### src/rtl/framebuffer_arbiter.sv
// framebuffer_arbiter: shares the single-port double-buffered frame RAM
// between the SPI pixel writer and the HUB75 scan reader.
module framebuffer_arbiter #(
  parameter int ADDR_WIDTH = 11,
  parameter int DATA_WIDTH = 16
) (
  input  logic                  pixel_clk,
  input  logic                  n_reset,
  input  logic                  wr_frame_start,
  input  logic                  wr_req,
  input  logic [DATA_WIDTH-1:0] wr_data,
  output logic                  wr_ack,
  output logic [ADDR_WIDTH:0]   wr_count,
  input  logic                  rd_req,
  input  logic [ADDR_WIDTH-1:0] rd_addr,
  output logic                  rd_grant,
  output logic                  rd_valid,
  output logic [DATA_WIDTH-1:0] rd_data,
  input  logic                  frame_end,
  output logic                  swap_pending,
  output logic                  display_buffer,
  output logic [ADDR_WIDTH:0]   ram_addr,
  output logic [DATA_WIDTH-1:0] ram_wdata,
  output logic                  ram_we,
  input  logic [DATA_WIDTH-1:0] ram_rdata
);

  localparam logic [ADDR_WIDTH:0] LAST_COUNT =
    {1'b0, {ADDR_WIDTH{1'b1}}};
  localparam logic [ADDR_WIDTH:0] ONE_C =
    {{ADDR_WIDTH{1'b0}}, 1'b1};
  localparam logic [ADDR_WIDTH-1:0] ONE_P =
    {{(ADDR_WIDTH-1){1'b0}}, 1'b1};

  typedef enum logic {
    FILLING = 1'b0,
    PENDING = 1'b1
  } fill_t;

  fill_t                 state_q;
  fill_t                 state_d;
  logic [ADDR_WIDTH-1:0] ptr_q;
  logic [ADDR_WIDTH-1:0] ptr_d;
  logic [ADDR_WIDTH:0]   count_d;
  logic                  db_d;
  logic                  pend_d;
  logic                  rd_go;
  logic                  wr_go;
  logic                  swap;

  assign rd_data = ram_rdata;

  // Fill state register.
  always_ff @(posedge pixel_clk or negedge n_reset) begin
    if (!n_reset) state_q <= FILLING;
    else          state_q <= state_d;
  end

  // Arbitration, fill tracking and buffer swap decisions.
  always_comb begin
    state_d = state_q;
    ptr_d   = ptr_q;
    count_d = wr_count;
    db_d    = display_buffer;
    pend_d  = 1'b0;
    swap    = frame_end && swap_pending;
    rd_go   = rd_req && !rd_grant;
    wr_go   = wr_req && !wr_ack && !rd_go
           && !wr_frame_start && (state_q == FILLING);
    unique case (state_q)
      FILLING: begin
        if (wr_frame_start) begin
          ptr_d   = '0;
          count_d = '0;
        end else if (wr_go) begin
          ptr_d   = ptr_q + ONE_P;
          count_d = wr_count + ONE_C;
          if (wr_count == LAST_COUNT) state_d = PENDING;
        end
      end
      PENDING: begin
        pend_d = !swap;
        if (swap) begin
          state_d = FILLING;
          db_d    = !display_buffer;
          ptr_d   = '0;
          count_d = '0;
        end
      end
    endcase
  end

  // Registered outputs, RAM port and pointers.
  always_ff @(posedge pixel_clk or negedge n_reset) begin
    if (!n_reset) begin
      wr_ack         <= 1'b0;
      rd_grant       <= 1'b0;
      rd_valid       <= 1'b0;
      ram_we         <= 1'b0;
      swap_pending   <= 1'b0;
      display_buffer <= 1'b0;
      wr_count       <= '0;
      ptr_q          <= '0;
      ram_addr       <= '0;
      ram_wdata      <= '0;
    end else begin
      wr_ack         <= wr_go;
      rd_grant       <= rd_go;
      rd_valid       <= rd_grant;
      ram_we         <= wr_go;
      swap_pending   <= pend_d;
      display_buffer <= db_d;
      wr_count       <= count_d;
      ptr_q          <= ptr_d;
      unique case (1'b1)
        rd_go: ram_addr <= {display_buffer, rd_addr};
        wr_go: begin
          ram_addr  <= {~display_buffer, ptr_q};
          ram_wdata <= wr_data;
        end
        default: ;
      endcase
    end
  end

endmodule

### config.mk
export PLATFORM = sky130hd
export DESIGN_NAME = framebuffer_arbiter
export DESIGN_NICKNAME = d
export VERILOG_FILES = /design/src/rtl/framebuffer_arbiter.sv
export SDC_FILE = /design/constraint.sdc
export NUM_CORES = 1
export LEC_CHECK = 0
export CAP_MARGIN = 10
export CORE_ASPECT_RATIO = 1.75
export CORE_MARGIN = 8
export CORE_UTILIZATION = 44
export DETAILED_ROUTE_END_ITERATION = 6
export PLACE_DENSITY = 0.79
export SETUP_SLACK_MARGIN = 0.3
export SLEW_MARGIN = 5
export SYNTH_ARGS = -nofsm -noshare
export SYNTH_HDL_FRONTEND = slang
export SYNTH_SLANG_ARGS = --single-unit
### constraint.sdc
create_clock -name pixel_clk -period 2 [get_ports pixel_clk]
set_clock_uncertainty 0.1 [all_clocks]
set_input_delay 0.2 -clock pixel_clk [delete_from_list [all_inputs] [get_ports pixel_clk]]
set_output_delay 0.2 -clock pixel_clk [all_outputs]
set_load 0.05 [all_outputs]
Yosys cells after proc, flatten, opt, wreduce, memory -nomap -nowiden:

Cells that the tools add are included.

* register bits: 57
* output and inout port bits: 62

* $add $sub $neg: 2
* equal/unequal tests: 3
* mux-type cells: 15
* bitwise operators: 2
* reduce and logical (&&, ||, !) cells: 15

Operators by type and width (number)
* $pmux 12 s2: 2
* $mux 12: 3
* $mux 11: 3
* $pmux 11 s2: 1
* $add 12x1->12 const B: 1
* $eq 12x11->1 const B: 1
* $add 11x1->11 const B: 1
* $logic_and 1x1->1: 6
* $logic_not 1->1: 6
* $mux 1: 5
* $reduce_and 2->1: 2
* $ne 3x3->1 const B: 1
* $ne 2x1->1 const B: 1
* $not 1->1: 2
* $pmux 1 s2: 1
* $reduce_bool 2->1: 1

Logic depth before layout (Yosys ltp):

Gate-level depths: netlist (run 1).

* word-level depth: 9
* mapped depth: 7
* mapped depth without buffers: 5

Worst setup path after synthesis (run 1):

No wires, ideal clock.

* path type: reg-to-reg
* from: reg wr_count[0]
* to: reg wr_count[4]
* setup time: 121 ps
* arrival: 1668 ps
* required time: 1779 ps
* setup slack: 111 ps
* cell stages (with the launch flop): 6
* buffers on the path: 0
* clock period less this slack: 1889 ps
* cell sequence: dfrtp_1 -> ha_1 -> nand2_1 -> nor4b_1 -> o21ai_0 -> a22o_1

* word-level cells in the longest chain between the ends: 4

RTL lines
* from (decl): line 13 `output logic [ADDR_WIDTH:0] wr_count,`
* from (signal assigned): line 113 `wr_count <= count_d;`
* $add 12x1->12: line 77 `count_d = wr_count + ONE_C;`
* $mux 12: line 75 `end else if (wr_go) begin`
* $mux 12: line 72 `if (wr_frame_start) begin`
* $pmux 12 s2: line 70 `unique case (state_q)`

Every way passes these cells. The select of a mux whose other input is x is not followed.
A chain may end at the register's enable or synchronous reset.

==> results.toml, run 1 <==
[placed_design]
pre_cts_slack_ps = -4.19
place_congestion = 0.875
place_hpwl_um = 5550
io_buffers = 78

[critical_path]
crit_family = "simple AND/OR/NAND/NOR gates"
max_stage_delay_ps = 500
worstSetupPathType = "reg -> reg"
path_cells = "and2b_2 > a21oi_4 > buf_6 > or4_1 > a21oi_1"
critPathArrivalTime_ps = 1890
r2r_slack_ps = 270
cp-start-kind = "flip-flop"
setup.worst_path.end_class = "flip-flop"
path_max_fanout = 5
cp.required_ps = 2160
critical_path_buf_inv_count = 1
slowest_stage = "or4_1"

[pwr]
ir_worst_vdd_v = 0.000480
powerDensity_nw_per_um2 = 821
p_leak_nw = 1.97

[worst_hold_path]
hold_class = "in -> async"

[synth]
synthMuxAreaShare_pct = 2.51
synth_top_family_by_area = "simple AND/OR/NAND/NOR gates"
synth_area_leaders = "dfrtp_1 (51%), nand2_1 (7.7%), buf_4 (4.8%)"
synthAdderAreaFrac_pct = 0.896
synthesis.area_sq_um = 2790
synth_common_cells = "dfrtp_1 (57), nand2_1 (57), buf_4 (18), a21oi_1 (13)"
synthXorXnorAreaFrac_pct = 0.627
synth_top_area_share_pct = 51.1
ys.flop_type = "dfrtp_1"
synth-compound-area-share_pct = 15.5
avgSynthCellArea_sq_um = 10.0
seq_area_frac_synth_pct = 51.1
synth_cell_types = 45
syn_nets = 330
yosysWarnings = 0
ys_seq_elements = 57
synth-async-reset-ratio_pct = 100
synthSimpleGateAreaFrac_pct = 21.1
synthCells = 279
synth_area_leader_cell = "dfrtp_1"
synth_edf_count = 0

[grt]
grt.busiest_layer = "met2"
grt_max_degree = 39
grt_util_met1_pct = 17.8
groute.layer.met2.usage_pct = 31.2
grt_pass1_vias = 2570
grt_pass1_wl_um = 13000
antenna_found_initial = 0
use_met3_pct = 6.08
grt_usage_pct = 17.7
gr-total-overflow = 0

[sta]
hold_viol_final = 0
final_max_slew_viol_count = 0
min_period_ps = 1730
final-setup-viol-count = 0
period_share_pct = 86.5
tns_ps = 0
rsz0062_at_grt = "yes"
worstMarginPinSlew_ps = 545
maxSlewHeadroom_pct = 63.8
fin_ws_ps = 270
max_freq_mhz = 578

[floorplan]
core_area_sq_um = 6180
die_area_sq_um = 9260
design.portCount = 111
initial_core_util_pct = 45.2
die_w_um = 76.2
fp.dieH_um = 121
rows = 38

[detailed_routing]
drtIter0Drc = 102
drc_errors = 0
viasPerCell = 5.50
ant_nets = 0
vias = 2542
drt_first_pass_iters = 4
wire_per_inst_um = 18.1
finalWirelength_um = 8380

[clock_network]
cts_tree = "done"
cts_buffer_depth = 2
root_buffer = "clkbuf_8"
clk_pin_slew_ps = 70
htree_levels = 3
insertion_delay_ps = 340
cts_buffers = 9
cts_sinks = 57

[final_layout]
antenna-diode-count = 0
final_nets = 428
layout-drive-gt1-share_pct = 23.6
syn_to_final_growth_pct = 46.4

[run]
drv_cap = 0

[outcome]
status = "finished, final reports clean"
worst reg2reg max path, delay by kind of cell, from the launching register on:
family	cells	cell delay [ps]
AND/OR/NAND/NOR	2	760
buffers and inverters	1	130
AO/OA/AOI/OAI	2	230
flip-flops	1	420
area by class of cell:
class	instances	area, sq um
clock buffer	16	170
fill	497	2090
inverter	6	26.3
multi-input combinational	185	1250
sequential	57	1440
tap	80	100
timing repair buffer	118	1100
logic make-up (layout without fill, tap and decap cells):
group | Yosys count | in the layout
and+or+nand+nor | 114 | 114
AOI/OAI and AO/OA | 60 | 60
DFF | 57 | 57
buffers and inverters | 37 | 140
muxes | 7 | 7
adders and majority gates | 2 | 2
xor gates and xnor gates | 2 | 2
cell usage in the layout, fill, tap and decap left out, types with 7 or more instances in the layout:
master           netlist  final
a21o_1                11     11
a21oi_1               13     11
a22o_1                11     11
buf_4                 18     29
clkbuf_8               0     11
clkdlybuf4s50_1        0     31
dfrtp_1               57     45
dfrtp_2                0     12
dlygate4sd2_1          0     44
mux2i_1                7      7
nand2_1               57     57
nand3_1                8      7
nor2_1                 8      7
o21ai_0                8      8
or4_1                  8      7
path summary, 6_finish.rpt:
check,from,endpoint,cells past startpoint
worst max-delay path,ram_we,ptr_q[10],5
worst min-delay path,n_reset,wr_count[1],2
worst max register to register,ram_we,ptr_q[10],5
worst min register to register,rd_grant,rd_valid,0
max in group asynchronous,n_reset,rd_grant,3
min in group pixel_clk,wr_data[5],ram_wdata[5],3
per-layer routing:
layer / up-vias / wire (um)
met4: 0 / 339
met5: - / 0
met3: 29 / 483
li1: 1174 / -
met2: 104 / 4520
met1: 1235 / 3040
registers in the layout, summed over array words and instances, names as in the netlist, 11 cells and up:
signal,cells
ram_wdata,16
ptr_q,11
ram_addr,12
wr_count,12
through the flow:
stage | utilization [%] | cells | hold WS, ps | total power (W) | cell area (sq um)
after floorplan | - | 279 | -196 | 0.00211 | 2830
after global placement | 58.7 | 420 | 76.1 | 0.00245 | 3630
after detailed placement | 58.7 | 420 | 85.9 | 0.00246 | 3630
after CTS | 63.2 | 450 | 247 | 0.00336 | 3910
after global routing | 66.2 | 462 | 284 | 0.00351 | 4090
final | 66.2 | 462 | 258 | 0.00336 | 4090
report_power, final:
group          switching, W  internal, W
clock network      0.000425     0.000520
logic              0.000716     0.000333
registers         0.0000809      0.00128
timing repair:
action	4_1_cts	5_1_grt
hold endpoints to repair	19	0
setup endpoints to repair	66	51
cloned	1	0
pin swaps	9	12
buffers inserted	12	12
resized for setup	54	27
hold buffers	1	0
Note: power is estimated with default switching activity, not from simulation.
==> run 2: changes to the inputs <==
--- a/config.mk
+++ b/config.mk
@@ -7,9 +7,9 @@
 export LEC_CHECK = 0
 export CAP_MARGIN = 10
 export CORE_ASPECT_RATIO = 1.75
-export CORE_MARGIN = 8
 export CORE_UTILIZATION = 44
 export DETAILED_ROUTE_END_ITERATION = 6
+export GPL_TIMING_DRIVEN = 0
 export PLACE_DENSITY = 0.79
 export SETUP_SLACK_MARGIN = 0.3
 export SLEW_MARGIN = 5
==> results.toml, run 2 (synthesis gave the netlist of run 1 again) <==
[outcome]
status = "finished, final reports clean"

[sta]
hold_viol_final = 0
worstMarginPinSlew_ps = 536
final_max_slew_viol_count = 0
holdWs_ps = 258
period_share_pct = 90.1
maxSlewHeadroom_pct = 64.4
rsz0062_at_grt = "yes"
min_period_ps = 1800
max_freq_mhz = 555
tns_ps = 0
final-setup-viol-count = 0

[grt]
grt_pass1_vias = 2499
grt_max_degree = 38
grt_pass1_wl_um = 11700
antenna_found_initial = 0
grt_usage_pct = 22.9
gr-total-overflow = 0

[final_layout]
regMostFlops = "ram_wdata"
final_common_cell = "nand2_1"
syn_to_final_growth_pct = 54.8
largest_reg_flops = 16
layout_common_cells = "nand2_1 (57), dfrtp_1 (47), clkdlybuf4s50_1 (47)"
final_nets = 454
layout-drive-gt1-share_pct = 25.0
reg_top3 = "ram_wdata (16), ram_addr (12), wr_count (12)"
antenna-diode-count = 0

[clock_network]
cts_tree = "done"
clk_pin_slew_ps = 70
insertion_delay_ps = 350
cts_buffer_depth = 2
cts_sinks = 57
htree_levels = 3
root_buffer = "clkbuf_8"
cts_buffers = 9

[floorplan]
core_area_sq_um = 6180
initial_core_util_pct = 45.2
fp.dieH_um = 107
rows = 38
die_w_um = 62.2
design.portCount = 111
die_area_sq_um = 6680

[pwr]
p_leak_nw = 2.09
powerDensity_nw_per_um2 = 804
ir_worst_vdd_v = 0.000604

[detailed_routing]
drt_first_pass_iters = 4
wire_per_inst_um = 16.6
ant_nets = 0
vias = 2653
finalWirelength_um = 8120
drtIter0Drc = 130
viasPerCell = 5.44
drc_errors = 0

[placed_design]
place_congestion = 0.803
io_buffers = 94
place_hpwl_um = 5240

[run]
drv_cap = 0

[critical_path]
cp-start-kind = "flip-flop"
critPathArrivalTime_ps = 1970
worstSetupPathType = "reg -> reg"
cp.required_ps = 2160
path_max_fanout = 8
r2r_slack_ps = 200
setup.worst_path.end_class = "flip-flop"

[worst_hold_path]
hold_class = "in -> async"
-- run 2: cell count changes in the layout (fill, tap and decap cells not counted), sizes merged --
cell           change
clkdlybuf4s50     +16
buf                +7
clkbuf             +3
clkinvlp           -1
inv                +1
-- run 2: cell type report --
type,count,area (sq um)
buffer,31,254
clock buffer,16,170
fill,477,1860
inverter,6,22.5
multi-input combinational,185,1270
sequential,57,1440
tap,80,100
timing repair buffer,113,1060
-- run 2: metal layers --
| layer | global-route usage, % | routed length [um] |
|---|---|---|
| met1 | 24.4 | 3090 |
| met2 | 40.1 | 4270 |
| met3 | 5.83 | 422 |
| met4 | 14.1 | 333 |
| met5 | 0 | 0 |
-- run 2: power breakdown --
group / internal (W) / switching, W / total, W / leakage, nW
Sequential: 0.00128 / 0.0000800 / 0.00136 / 0.731
Clock: 0.000520 / 0.000442 / 0.000963 / 0.0850
Combinational: 0.000372 / 0.000781 / 0.00115 / 1.28
Total: 0.00217 / 0.00130 / 0.00348 / 2.09
-- run 2: through the flow --
| step | util (%) | instance area [sq um] | instances | worst slack, ps | power [W] |
|---|---|---|---|---|---|
| after global placement | 62.6 | 3870 | 453 | -1350 | 0.00254 |
| final | 70.0 | 4320 | 488 | 198 | 0.00348 |
| after CTS | 66.2 | 4090 | 477 | 285 | 0.00345 |
| after global routing | 70.0 | 4320 | 488 | 156 | 0.00362 |
| after floorplan | - | 2830 | 279 | 255 | 0.00211 |
| after detailed placement | 62.8 | 3880 | 454 | -142 | 0.00256 |
-- run 2: final timing paths --
check                      cells past startpoint       start           end
setup / recovery                               6      ram_we      ptr_q[7]
hold / removal                                 2     n_reset  ram_wdata[1]
setup reg to reg                               6      ram_we      ptr_q[7]
hold reg to reg                                0    rd_grant      rd_valid
max in group asynchronous                      3     n_reset  swap_pending
min in group pixel_clk                         3  wr_data[4]  ram_wdata[4]
-- run 2: timing repair --
| action | CTS | global route |
|---|---|---|
| endpoints found under the hold margin | 20 | 0 |
| resized for setup | 59 | 33 |
| gates cloned | 0 | 1 |
| hold buffers | 1 | 0 |
| endpoints found under the setup margin | 90 | 39 |
| pin swaps | 9 | 18 |
| buffers inserted | 6 | 10 |
-- run 2: worst max-delay path: stages (launching register included) --
cell and delay (ps):
dfrtp_2 430, and2b_2 270, a21oi_4 90, buf_8 150, buf_4 140, nor3_1 290
mux2i_1 250
==> run 3: changes to the inputs <==
--- a/config.mk
+++ b/config.mk
@@ -7,6 +7,7 @@
 export LEC_CHECK = 0
 export CAP_MARGIN = 10
 export CORE_ASPECT_RATIO = 1.75
+export CORE_MARGIN = 2
 export CORE_UTILIZATION = 44
 export DETAILED_ROUTE_END_ITERATION = 6
 export GPL_TIMING_DRIVEN = 0
==> results.toml, run 3 (synthesis gave the netlist of run 1 again) <==
[outcome]
status = "finished, final reports clean"

[detailed_routing]
ant_nets = 0
wire_per_inst_um = 16.8
drtIter0Drc = 129
drt_first_pass_iters = 4
finalWirelength_um = 8140
vias = 2678
drc_errors = 0
viasPerCell = 5.51

[pwr]
p_sw_w = 0.00132
powerDensity_nw_per_um2 = 837
seqPwrFrac_pct = 37.7
internal_power_w = 0.00229
combPwrFrac_pct = 31.8
ir_worst_vdd_v = 0.000604
clkPwrFrac_pct = 30.4
p_leak_nw = 2.11
p_sw_share_pct = 36.6

[floorplan]
initial_core_util_pct = 45.2
die_area_sq_um = 7030
rows = 38
design.portCount = 111
core_area_sq_um = 6180
die_w_um = 64.2
fp.dieH_um = 109

[final_layout]
final_common_cell = "nand2_1"
reg_top3 = "ram_wdata (16), ram_addr (12), wr_count (12)"
final_nets = 452
syn_to_final_growth_pct = 54.5
largest_reg_flops = 16
antenna-diode-count = 0
layout-drive-gt1-share_pct = 25.1
layout_common_cells = "nand2_1 (57), dfrtp_1 (47), clkdlybuf4s50_1 (47)"
final_cell_count_no_fill = 486
regMostFlops = "ram_wdata"

[placed_design]
io_buffers = 94
pre_cts_slack_ps = -138
place_congestion = 0.823
place_hpwl_um = 5430
place_inst = 454

[run]
drv_cap = 0

[grt]
grt.busiest_layer = "met2"
groute.layer.met2.usage_pct = 40.3
antenna_found_initial = 0
use_met3_pct = 4.81
grt_max_degree = 32
grt_usage_pct = 22.5
grt_util_met1_pct = 23.4
gr-total-overflow = 0
grt_pass1_wl_um = 12000
grt_pass1_vias = 2587

[critical_path]
r2r-start = "ram_we"
timing.rr.end = "ptr_q[10]"
setup.worst_path.end_class = "flip-flop"
crit_family = "compound AO/OA/AOI/OAI gates"
reg2reg_depth = 6
path_max_fanout = 8
max_stage_delay_ps = 430
cp-start-kind = "flip-flop"
critical_path_buf_inv_count = 2
cp.required_ps = 2120
r2r_slack_ps = 260
worstSetupPathType = "reg -> reg"
path_cells = "and2b_2 > a21oi_4 > buf_6 > clkbuf_16 > o31ai_1 > a21oi_2"
critPathArrivalTime_ps = 1860
slowest_stage = "dfrtp_2"

[sta]
fin_ws_ps = 263
final-setup-viol-count = 0
hold_viol_final = 0
maxSlewHeadroom_pct = 51.6
final_max_slew_viol_count = 0
max_freq_mhz = 576
min_period_ps = 1740
rsz0062_at_grt = "yes"
period_share_pct = 86.9
holdWs_ps = 286
worstMarginPinSlew_ps = 726

[worst_hold_path]
min_to = "ram_wdata[4]"
worstHoldStart = "wr_data[4]"
hold_class = "in -> reg"
whs_path_depth = 3

[clock_network]
cts_sinks = 57
clk_pin_slew_ps = 60
cts_buffers = 9
cts_tree = "done"
insertion_delay_ps = 350
root_buffer = "clkbuf_8"
cts_buffer_depth = 2
htree_levels = 3
-- run 3: cell count changes in the layout (fill, tap and decap cells not counted), sizes merged --
cell	before	now
buf	46	42
clkinv	0	2
bufinv	0	1
dlygate4sd2	44	43
nand4	6	7
clkdlybuf4s15	2	1
-- run 3: routing by layer --
layer / vias up / routed length (um)
met5: - / 0
met4: 0 / 389
met3: 30 / 451
met2: 129 / 4400
met1: 1293 / 2900
li1: 1226 / -
-- run 3: worst max path at each step --
stage               from            to  slack [ps]  depth (start not counted)
4_1_cts          state_q  wr_count[10]         240                          5
6_report          ram_we     ptr_q[10]         260                          6
3_3_place_gp     n_reset      rd_grant       -1400                          1
3_5_place_dp   frame_end   wr_count[6]        -140                          6
5_1_grt          state_q      ptr_q[2]         200                          6
2_1_floorplan     ram_we   wr_count[7]         250                          5
-- run 3: timing repair --
item                                    in CTS  in global routing
hold endpoints to repair                    30                  0
cloned                                       0                  2
buffers inserted                             9                  4
pin swaps                                   11                  7
gates resized for setup                     59                 29
endpoints found under the setup margin      90                 41
hold buffers                                 1                  0
-- run 3: final cells by class --
type / instances / area (sq um)
Fill cell: 476 / 1860
Sequential cell: 57 / 1440
Multi-Input combinational cell: 186 / 1280
Timing Repair Buffer: 110 / 1030
Buffer: 31 / 245
Clock buffer: 13 / 159
Tap cell: 80 / 100
Clock inverter: 3 / 40.0
Inverter: 6 / 22.5
-- run 3: power groups by stage --
stage | logic, W | registers [W] | clock network [W]
detailed placement | 0.00118 | 0.00139 | 0
floorplan | 0.000301 | 0.00181 | 0
CTS | 0.00112 | 0.00136 | 0.00111
global route | 0.00121 | 0.00138 | 0.00117
global placement | 0.00116 | 0.00138 | 0
finish | 0.00115 | 0.00136 | 0.00110
-- run 3: through the flow --
step | area [sq um] | total power, W | TNS, ps | util (%)
finish | 4320 | 0.00361 | 0 | 69.8
global route | 4320 | 0.00375 | 0 | 69.8
CTS | 4150 | 0.00360 | 0 | 67.1
detailed placement | 3880 | 0.00257 | -1200 | 62.8
global placement | 3870 | 0.00254 | -70440 | 62.6
floorplan | 2830 | 0.00211 | 0 | -
-- run 3: worst min-delay path: stages --
cell             delay, ps
clkdlybuf4s50_1        400
nand2_1                 50
nand2_1                 40
